===== src/rtl/seq_div.sv =====
// Sequential 8-by-4 unsigned restoring divider: one quotient bit per cycle, valid/ready on both sides.
// Define SEQ_DIV_DIVZERO_EN to send zero divisors straight to DONE and flag them on io_out_divzero.
module seq_div (
    input  logic       clk,
    input  logic       reset,
    input  logic       io_in_valid,
    output logic       io_in_ready,
    input  logic [7:0] io_in_dividend,
    input  logic [3:0] io_in_divisor,
    output logic       io_out_valid,
    input  logic       io_out_ready,
    output logic [7:0] io_out_quotient,
    output logic [3:0] io_out_remainder,
    output logic       io_out_divzero
);
    // Handshakes: a transfer happens on a rising edge where valid and ready are both 1.
    // io_in_ready is 1 only in IDLE; io_out_valid is 1 only in DONE and holds until io_out_ready.
    typedef enum logic [1:0] {
        IDLE = 2'd0,
        BUSY = 2'd1,
        DONE = 2'd2
    } state_t;

    state_t     state;
    logic [7:0] work;
    logic [3:0] divisor;
    logic [3:0] rem;
    logic [2:0] count;

    logic [4:0] trial;
    logic [3:0] diff;
    logic       fits;
    logic [3:0] next_rem;
    logic [7:0] next_work;

    // Partial remainder stays below the divisor, so its fifth bit is always zero and is
    // not stored. The difference is taken mod 16, exact whenever the subtraction is kept.
    always_comb begin
        trial     = {rem, work[7]};
        fits      = (trial >= {1'b0, divisor});
        diff      = trial[3:0] - divisor;
        next_rem  = fits ? diff : trial[3:0];
        next_work = {work[6:0], fits};
    end

`ifdef SEQ_DIV_DIVZERO_EN
    logic divzero;
    assign io_out_divzero = divzero;
`else
    assign io_out_divzero = 1'b0;
`endif

    always_ff @(posedge clk) begin
        if (reset) begin
            state            <= IDLE;
            io_in_ready      <= 1'b1;
            io_out_valid     <= 1'b0;
            io_out_quotient  <= 8'h00;
            io_out_remainder <= 4'h0;
            work             <= 8'h00;
            divisor          <= 4'h0;
            rem              <= 4'h0;
            count            <= 3'd0;
`ifdef SEQ_DIV_DIVZERO_EN
            divzero          <= 1'b0;
`endif
        end else begin
            case (state)
                IDLE: begin
                    if (io_in_valid) begin
                        work        <= io_in_dividend;
                        divisor     <= io_in_divisor;
                        rem         <= 4'h0;
                        count       <= 3'd7;
                        io_in_ready <= 1'b0;
`ifdef SEQ_DIV_DIVZERO_EN
                        if (io_in_divisor == 4'h0) begin
                            state            <= DONE;
                            io_out_valid     <= 1'b1;
                            io_out_quotient  <= 8'hFF;
                            io_out_remainder <= io_in_dividend[3:0];
                            divzero          <= 1'b1;
                        end else begin
                            state <= BUSY;
                        end
`else
                        state <= BUSY;
`endif
                    end
                end
                BUSY: begin
                    // work shifts dividend bits out at the top and quotient bits in at the bottom
                    work  <= next_work;
                    rem   <= next_rem;
                    count <= count - 3'd1;
                    if (count == 3'd0) begin
                        state            <= DONE;
                        io_out_valid     <= 1'b1;
                        io_out_quotient  <= next_work;
                        io_out_remainder <= next_rem;
`ifdef SEQ_DIV_DIVZERO_EN
                        divzero          <= 1'b0;
`endif
                    end
                end
                DONE: begin
                    if (io_out_ready) begin
                        state        <= IDLE;
                        io_out_valid <= 1'b0;
                        io_in_ready  <= 1'b1;
                    end
                end
                default: begin
                    state        <= IDLE;
                    io_out_valid <= 1'b0;
                    io_in_ready  <= 1'b1;
                end
            endcase
        end
    end
endmodule

===== config.mk =====
export PLATFORM = sky130hd
export DESIGN_NAME = seq_div
export DESIGN_NICKNAME = d
export VERILOG_FILES = /design/src/rtl/seq_div.sv
export SDC_FILE = /design/constraint.sdc
export NUM_CORES = 1
export LEC_CHECK = 0
export BUFFER_PORTS_ARGS = -buffer_cell sky130_fd_sc_hd__buf_2
export CORE_UTILIZATION = 43
export CTS_CLUSTER_DIAMETER = 50
export DETAILED_ROUTE_END_ITERATION = 6
export PLACE_DENSITY = 0.71
export SETUP_SLACK_MARGIN = 0.15
export SYNTH_ARGS = -nofsm -noshare
export SYNTH_HDL_FRONTEND = slang
export SYNTH_SLANG_ARGS = --single-unit

===== constraint.sdc =====
create_clock -name clk -period 2.15 [get_ports clk]
set_input_delay 0.1075 -clock clk [delete_from_list [all_inputs] [get_ports clk]]
set_output_delay 0.1075 -clock clk [all_outputs]
set_load 0.05 [all_outputs]

# Word-level counts from Yosys, hierarchy flattened
# Cells that the tools add are included.
[classes] add_sub_neg=2 n_lt_le_gt_ge=1 n_eq_ne=5 mux=17 n_bitwise=2 n_reduce_logical=9
[op_table] operator="8-bit case mux with 2 select lines" count=1
[op_table] operator="3-bit AND reduction" count=3
[op_table] operator="4-bit 2-to-1 mux" count=2
[op_table] operator="8-bit 2-to-1 mux" count=1
[op_table] operator="4-bit case mux with 2 select lines" count=1
[op_table] operator="2-bit 2-to-1 mux" count=3
[op_table] operator="2-bit inequality test (second input constant)" count=3
[op_table] operator="1-bit case mux with 3 select lines" count=2
[op_table] operator="2-bit case mux with 3 select lines" count=1
[op_table] operator="3-bit case mux with 2 select lines" count=1
[op_table] operator="2-bit AND reduction" count=3
[op_table] operator="5-bit by 4-bit >= comparator with 1-bit output" count=1
[op_table] operator="1-bit 2-to-1 mux" count=4
[op_table] operator="4-bit subtractor" count=1
[op_table] operator="3-bit logical NOT" count=1
[op_table] operator="3-bit 2-to-1 mux" count=1
[op_table] operator="3-bit by 1-bit subtractor with 3-bit output (second input constant)" count=1
[op_table] operator="2-bit by 1-bit equality test with 1-bit output (second input constant)" count=1
[op_table] operator="2-bit equality test (second input constant)" count=1
[op_table] operator="2-bit logical NOT" count=1
[op_table] operator="1-bit NOT" count=2
[op_table] operator="2-bit nonzero test" count=1
[totals] regBits=35 out_inout_bits=15

# Depth between registers and ports, before layout
# Gate-level depths: netlist of run 1.
[depth] depth_word=3 depth_mapped=9

# Least setup slack after synthesis of run 1
# No wires, ideal clock.
[synth_timing] path_type="register to register" from="reg divisor[2]" to="reg rem[3]" setup_ns=0.085 t_arrival_ns=1.715 path_slack_ns=0.351 path_stages_with_launch=8 synth_period_minus_slack_ns=1.799 cell_sequence="dfxtp_1 inv_1 ha_1 or4_4 a21oi_4 a21oi_2 o221a_4 o31ai_2"
[synth_between] elab_chain_len=3
[synth_lines] item="from (decl)" line_no="26" text="logic [3:0] divisor;"
[synth_lines] item="from (signal assigned)" line_no="72" text="divisor <= io_in_divisor;"
[synth_lines] item="4-bit subtractor or 5-bit by 4-bit >= comparator with 1-bit output (tied branches)" line_no="41, 40"
[synth_lines] item="4-bit 2-to-1 mux (*)" line_no="42" text="next_rem = fits ? diff : trial[3:0];"
[synth_lines] item="4-bit case mux with 2 select lines (*)" line_no="68" text="case (state)"
[synth_lines] item="to (signal assigned)" line_no="94" text="rem <= next_rem;"
[synth_lines] item="to (decl)" line_no="27" text="logic [3:0] rem;"
# Mark *: on every way between the ends. The rest lies on a longest branch, timed or not.
# A chain may end at the register's enable or synchronous reset.

# Worst setup path after layout of run 1
[layout_timing] from="reg divisor[2]" to="reg io_out_remainder[3]"
[layout_between] elab_chain_len=2
[layout_lines] item="4-bit subtractor or 5-bit by 4-bit >= comparator with 1-bit output (tied branches)" line_no="41, 40"
[layout_lines] item="4-bit 2-to-1 mux (*)" line_no="42"
[layout_lines] item="to (signal assigned)" line_no="100" text="io_out_remainder <= next_rem;"
[layout_lines] item="to (decl)" line_no="13" text="output logic [3:0] io_out_remainder,"
# Marks and branches as above.

==> results of run 1 <==
-- synth_stat cells --
cell	instances	area [um^2]
or2_2	1	6.26
fa_1	1	20.0
a211oi_2	1	12.5
nor3_1	3	15.0
o221a_4	1	20.0
buf_1	1	3.75
and4_1	1	8.76
o31ai_2	1	12.5
nand2b_1	5	31.3
nand3b_1	1	7.51
ha_1	6	75.1
mux2i_1	6	60.1
buf_2	2	10.0
nand3_1	1	5.00
buf_4	1	7.51
a222oi_1	1	10.0
a22o_1	1	8.76
a21oi_4	1	16.3
inv_1	8	30.0
xnor2_1	3	26.3
nor3b_1	1	7.51
o21ai_0	2	10.0
nand2_1	37	139
a211oi_1	2	15.0
o31ai_1	3	22.5
a21o_1	1	7.51
a311oi_1	7	61.3
a21oi_2	1	8.76
a21oi_1	13	65.1
o22ai_1	1	6.26
nor2_1	31	116
dfxtp_1	35	701
nor2b_1	2	12.5
conb_1	1	3.75
and3b_1	1	8.76
clkbuf_1	7	26.3
o21bai_1	1	7.51
or4_4	1	11.3
-- path summary, 6_finish.rpt --
check,cells past startpoint,slack [ns],endpoint,start
setup reg to reg,7,0.27,io_out_remainder[3],divisor[2]
setup / recovery,7,0.27,io_out_remainder[3],divisor[2]
hold / removal,3,0.05,divisor[3],io_in_divisor[3]
hold reg to reg,2,0.45,io_out_quotient[6],io_out_quotient[6]
-- routing by layer --
| layer | track usage (%) | vias to the layer above | wire length (um) |
|---|---|---|---|
| met5 | 0 | - | 0 |
| li1 | - | 717 | - |
| met1 | 23.5 | 606 | 1690 |
| met4 | 6.82 | 0 | 42 |
| met2 | 28.9 | 31 | 1460 |
| met3 | 5.07 | 7 | 146 |
-- worst reg2reg max path, stage by stage (launching register included) --
cell and delay [ns]:
dfxtp_1 0.33, inv_1 0.04, ha_1 0.23, or4_4 0.53, a21oi_4 0.14, a21oi_2 0.09, o221a_4 0.28, a211oi_2 0.16
-- power by group through the flow --
stage / sequential (mW) / combinational (mW) / clock, mW
after floorplan: 0.833 / 0.332 / 0
after global placement: 0.775 / 0.495 / 0
after detailed placement: 0.777 / 0.499 / 0
after CTS: 0.763 / 0.502 / 0.602
after global routing: 0.772 / 0.553 / 0.635
final: 0.763 / 0.498 / 0.595
-- final cells by class --
cell class	count	area, um^2
Clock inverter	3	43.8
Fill cell	356	1550
Inverter	8	30.0
Tap cell	46	57.6
Sequential cell	35	701
Timing Repair Buffer	34	183
Clock buffer	5	68.8
Multi-Input combinational cell	139	838
-- logic make-up (layout without fill, tap and decap cells) --
kind of cell / after synthesis / after routing
AOI/OAI and AO/OA: 37 / 37
xor gates and xnor gates: 3 / 3
adders and majority gates: 7 / 7
muxes: 6 / 6
buffers and inverters: 19 / 50
and+or+nand+nor: 85 / 85
DFF: 35 / 35
other: 1 / 1
-- state kept, by name, summed over array words and instances (netlist names) --
register	count
io_out_quotient	8
count	3
io_out_valid	1
work	8
state	2
io_out_remainder	4
rem	4
divisor	4
io_in_ready	1
-- metrics by stage --
stage          cell area (um^2)  instances  power (mW)  hold WS, ns
3_3_place_gp               1810        262        1.27        0.344
2_1_floorplan              1620        193        1.16        0.255
3_5_place_dp               1810        262        1.28        0.351
5_1_grt                    1920        270        1.96       0.0653
6_report                   1920        270        1.86       0.0494
4_1_cts                    1920        270        1.87       0.0502
==> results.cfg, run 1 <==
[outcome]
status = complete, no violations

[drt]
wl_per_cell_um = 12.4
drc = 0
wl_um = 3340
first_iter_violations = 90
vias_per_cell = 5.04
first_pass_iters = 4
drtAntennaViolNets = 0
vias = 1361

[power_and_ir_drop]
switching_share_pct = 32.5
p_leak_nw = 0.835
power.density_nw_per_um2 = 966
p_int_mw = 1.25
power.net_switching_mw = 0.603
ir_drop_mv = 0.414
combPwrFrac_pct = 26.8
clkPwrFrac_pct = 32.0
p_seq_share_pct = 41.1

[synth]
ys.warnings.count = 0
ys_types = 38
synth-simple-area-share_pct = 22.8
synth_fa_ha_area_share_pct = 5.88
syn-cell-area_um2 = 1620
ys_seq_area_share_pct = 43.3
synth_top_family_by_area = simple AND/OR/NAND/NOR gates
synthXorXnorAreaFrac_pct = 1.63
synthMuxAreaShare_pct = 3.72
synth-compound-area-share_pct = 17.6
ys_ff_latch = 35
synthCells = 193
syn_avg_cell_area_um2 = 8.38
synth_nets = 216

[clock_tree]
cts_buffer_depth = 2
cts_hold_buf = 0
cts_resized = 0
clk_pin_slew_ns = 0.07
cts_root_buffer = clkbuf_8
post_cts_buffers = 0
cts_tree = done
cts-buffers-inserted = 5
numClockSinks = 35
worstSkewPairLatency_ns = 0.29
h-tree-depth = 2

[timing]
worstMarginPinSlew_ns = 0.541
drv_slew = 0
skew_ns = 0.00884
finalCriticalPeriod_ns = 1.88
rsz0062_at_grt = false
fin_setup_tns_ns = 0
final-setup-viol-count = 0
finalCritPeriodShare_pct = 87.6
fin_ws_ns = 0.267
finalHoldViolCount = 0
slew_headroom_pct = 63.9
fmax_mhz = 531

[floorplanning]
die-area_um2 = 4010
die_y_um = 63.3
die_width_um = 63.3
start_util_pct = 46.6
ios = 31
core_um2 = 3470
rows = 21

[critical_path]
setup.worst_path.class = reg2reg
critPathBufInv = 1
worstPathArrival_ns = 2.09
cp-start-kind = register
crit_path_end_kind = register
crit_chain = inv_1 > ha_1 > or4_4 > a21oi_4 > a21oi_2 > o221a_4 > a211oi_2
cpLargestDelayFamily = compound AO/OA/AOI/OAI gates
crit_fanout = 6
cpPeakStageDelay_ns = 0.53
crit_slowest_cell = or4_4
required_ns = 2.36

[grt]
antenna_found_initial = 0
grt_first_pass_wirelength_um = 5640
grt_pass1_vias = 1269
overflow = 0
grt_max_degree = 29
grt_usage_pct = 18.2

[cells_and_area]
final_cell_mix = nand2_1, dfxtp_1, nor2_1
num-nets-final = 246
drive_above_1_share_pct = 21.9
final_core_util_pct = 55.4
final_common_cell = nand2_1
num_antenna_cells = 0
area_growth_pct = 18.9

[placed_design]
dpl.hpwl_um = 2320
io_buffers = 29
gp_congestion = 0.774
post-place-ws_ns = 0.275

[worst_hold_path]
worst_hold_path_type = in2reg

[run]
cap_violations = 0
Note: power is estimated with default switching activity, not from simulation.
==> run 2, diff against run 1 <==
Settings changed: CORE_UTILIZATION 43 to 35, GPL_ROUTABILITY_DRIVEN from default to 0, PLACE_DENSITY 0.71 to 0.61.
==> run 2 against run 1 <==
Via count decreased by 3.5%. Fmax fell by 1.3%. Routed wire length grew 1.3%. Clock skew up 0.00059 ns. Clock power up 18%. Final cell count rose by 2.2%. Sequential cell count unchanged. First-iteration DRC count fell by 40%. Critical endpoint is now work[0]. Largest power group unchanged. Highest routed layer unchanged.
==> results.cfg, run 2 (same netlist as run 1, synthesis figures left out) <==
[outcome]
status = complete, no violations

[clock_tree]
cts_tree = done
cts_buffer_depth = 2
cts_root_buffer = clkbuf_8
post_cts_buffers = 0
cts-buffers-inserted = 5
worstSkewPairLatency_ns = 0.29
clk_pin_slew_ns = 0.08
numClockSinks = 35
cts_resized = 0
cts_hold_buf = 0
h-tree-depth = 2

[drt]
first_pass_iters = 4
wl_um = 3380
drtAntennaViolNets = 0
wl_per_cell_um = 12.3
drc = 0
vias = 1314
vias_per_cell = 4.76
first_iter_violations = 54

[floorplanning]
die-area_um2 = 4890
rows = 24
die_y_um = 70.0
ios = 31
core_um2 = 4380
die_width_um = 70.0
start_util_pct = 36.9

[critical_path]
cp-start-kind = register
critPathBufInv = 1
crit_path_end_kind = register
setup.worst_path.class = reg2reg
cpLargestDelayFamily = simple AND/OR/NAND/NOR gates
worstPathArrival_ns = 2.08
cpPeakStageDelay_ns = 0.54
ff2ff_setup_slack_ns = 0.24
required_ns = 2.32
crit_slowest_cell = or4_4
crit_fanout = 6
crit_chain = inv_1 > ha_1 > or4_4 > a21oi_4 > a21oi_2 > a222oi_1 > nor2_1

[grt]
grt_usage_pct = 15.7
grt_max_degree = 29
grt_first_pass_wirelength_um = 5910
overflow = 0
globalRouteMet2Util_pct = 25.4
antenna_found_initial = 0
grtUsageMet3_pct = 5.34
use_met1_pct = 19.3
gr-max-usage-layer = met2
grt_pass1_vias = 1291

[cells_and_area]
final_cell_mix = nand2_1, dfxtp_1, nor2_1
fill_cells = 439
top_regs = io_out_quotient: 8 flops, work: 8 flops
final_common_cell = nand2_1
area_growth_pct = 20.9
layout.cells.non_filler = 276
seq_area_um2 = 701
drive_above_1_share_pct = 21.9
multiInputGateArea_um2 = 843
num_antenna_cells = 0
num-nets-final = 246

[power_and_ir_drop]
power.density_nw_per_um2 = 1010
ir_drop_mv = 0.397
p_leak_nw = 0.843

[run]
cap_violations = 0

[timing]
drv_slew = 0
finalCriticalPeriod_ns = 1.91
slew_headroom_pct = 65.9
finalCritPeriodShare_pct = 88.8
fmax_mhz = 524
skew_ns = 0.00942
worstMarginPinSlew_ns = 0.512
fin_setup_tns_ns = 0
finalHoldViolCount = 0
rsz0062_at_grt = true
fin_ws_ns = 0.242
final-setup-viol-count = 0

[placed_design]
dpl.hpwl_um = 2440
post-place-ws_ns = 0.217
io_buffers = 29
post-place-cells = 268

[worst_hold_path]
worst_hold_path_type = in2reg
-- run 2: worst paths after layout --
path                                    startpoint            endpoint  depth (start not counted)
worst max-delay path                    divisor[2]             work[0]                          7
worst min-delay path              io_in_divisor[3]          divisor[3]                          3
worst max register to register          divisor[2]             work[0]                          7
worst min register to register  io_out_quotient[5]  io_out_quotient[5]                          2
-- run 2: metal layers --
metal | part of all wire [%] | wire length [um]
met5 | 0 | 0
met4 | 0.47 | 16
met3 | 4.3 | 144
met2 | 45 | 1520
met1 | 50 | 1700
-- run 2: where the power goes --
part | switching [mW] | leakage [nW] | internal (mW)
logic | 0.306 | 0.491 | 0.193
clock network | 0.239 | 0.0654 | 0.464
registers | 0.0483 | 0.287 | 0.715
total | 0.594 | 0.843 | 1.37
-- run 2: tightest hold or removal path, delay by kind of cell --
kind | cells | cell delay [ns]
multiplexers | 1 | 0.05
AND/OR/NAND/NOR | 1 | 0.07
buffers and inverters | 1 | 0.07
-- run 2: final cells by class --
class	count	area share (%)
sequential	35	35.9
timing repair buffer	34	9.35
clock buffer	6	3.71
multi-input combinational	139	43.1
tap	52	3.33
clock inverter	2	3.07
inverter	8	1.54
-- run 2: through the flow --
stage	util (%)	power (mW)	hold WS [ns]	area (um^2)
finish	44.6	1.97	0.0524	1950
floorplan	-	1.16	0.255	1620
global placement	41.4	1.27	0.342	1820
detailed placement	41.4	1.28	0.349	1820
CTS	44.5	1.99	0.0451	1950
global route	44.6	2.09	0.0604	1950
==> run 3, diff against run 2 <==
Settings changed: CTS_BUF_LIST from default to sky130_fd_sc_hd__clkbuf_4 sky130_fd_sc_hd__clkbuf_8.
==> run 3 against run 2 <==
Final cell count did not move. Clock power rose by 2%. Critical path type unchanged. Clock skew fell by 0.00069 ns. Total power rose by 0.75%.
==> results.cfg, run 3 (same netlist as run 1, synthesis figures left out) <==
[grt]
antenna_found_initial = 0
overflow = 0
grt_max_degree = 29
grt_pass1_vias = 1276
grt_usage_pct = 15.7
grt_first_pass_wirelength_um = 5910

[timing]
final-setup-viol-count = 0
finalCritPeriodShare_pct = 89.2
whs_ns = 0.0523
finalCriticalPeriod_ns = 1.92
skew_ns = 0.00873
worstMarginPinSlew_ns = 0.510
drv_slew = 0
fin_setup_tns_ns = 0
finalHoldViolCount = 0
rsz0062_at_grt = true
fmax_mhz = 521
slew_headroom_pct = 66.0

[placed_design]
post-place-cells = 268
io_buffers = 29
dpl.hpwl_um = 2440
dpl_cell_area_um2 = 1820

[cells_and_area]
layout.cells.non_filler = 276
num-nets-final = 246
drive_above_1_share_pct = 22.3
final_common_cell = nand2_1
fin_area_um2 = 1960
final_cell_mix = nand2_1, dfxtp_1, nor2_1
fill_cells = 439
num_antenna_cells = 0
area_growth_pct = 21.1
top_regs = io_out_quotient: 8 flops, work: 8 flops

[critical_path]
crit_path_end_kind = register
cp-start-kind = register
setup.worst_path.class = reg2reg
crit_fanout = 6
worstPathArrival_ns = 2.09
required_ns = 2.32
r2r_cells = 7

[outcome]
status = complete, no violations

[drt]
vias_per_cell = 4.75
drtAntennaViolNets = 0
wl_um = 3390
first_iter_violations = 59
first_pass_iters = 4
drc = 0
wl_per_cell_um = 12.3
vias = 1310

[floorplanning]
die-area_um2 = 4890
core_um2 = 4380
die_width_um = 70.0
ios = 31
die_y_um = 70.0
rows = 24
start_util_pct = 36.9

[clock_tree]
cts-buffers-inserted = 5
cts_tree = done
numClockSinks = 35
worstSkewPairLatency_ns = 0.29
clk_pin_slew_ns = 0.08
h-tree-depth = 2
post_cts_buffers = 0
cts_root_buffer = clkbuf_8
cts_buffer_depth = 2

[power_and_ir_drop]
p_leak_nw = 0.847
power.density_nw_per_um2 = 1010
total_power_mw = 1.98
ir_drop_mv = 0.399

[worst_hold_path]
holdPathStages = 3
worst_hold_path_type = in2reg

[run]
cap_violations = 0
-- run 3: cell counts in the layout (fill, tap and decap cells not counted) --
No cell type changed its count.
-- run 3: cell type report --
cell class	instances	area, um^2	area share (%)
tap	52	65.1	3.32
clock inverter	2	60.1	3.07
inverter	8	30.0	1.53
multi-input combinational	139	843	43.1
sequential	35	701	35.8
clock buffer	6	76.3	3.90
timing repair buffer	34	183	9.33
-- run 3: metal layers --
layer,vias to the layer above,track usage (%),routed length [um]
met3,2,5.34,129
li1,713,-,-
met2,23,25.1,1530
met1,572,19.6,1710
met4,0,5.33,16
met5,-,0,0
-- run 3: final timing paths --
kind	to	slack, ns	startpoint
max	work[0]	0.23	divisor[2]
min	divisor[3]	0.05	io_in_divisor[3]
max reg2reg	work[0]	0.23	divisor[2]
min reg2reg	io_out_quotient[5]	0.45	io_out_quotient[5]
-- run 3: worst max-delay path, cell delays in order (launching register included) --
cell,delay [ns]
dfxtp_1,0.34
inv_1,0.05
ha_1,0.23
or4_4,0.54
a21oi_4,0.14
a21oi_2,0.10
a222oi_1,0.34
nor2_1,0.06
-- run 3: repair_timing --
action	4_1_cts	5_1_grt
hold buffers	0	0
resized for setup	0	1
endpoints found under the hold margin	0	0
setup endpoints to repair	0	4
-- run 3: power by group --
group,switching (mW),internal (mW)
clock network,0.241,0.476
logic,0.307,0.193
registers,0.0484,0.715
-- run 3: through the flow --
stage | util (%) | setup slack [ns]
after CTS | 44.5 | 0.208
after floorplan | - | 0.351
after global routing | 44.7 | 0.140
after global placement | 41.4 | 0.295
final | 44.7 | 0.232
after detailed placement | 41.4 | 0.217
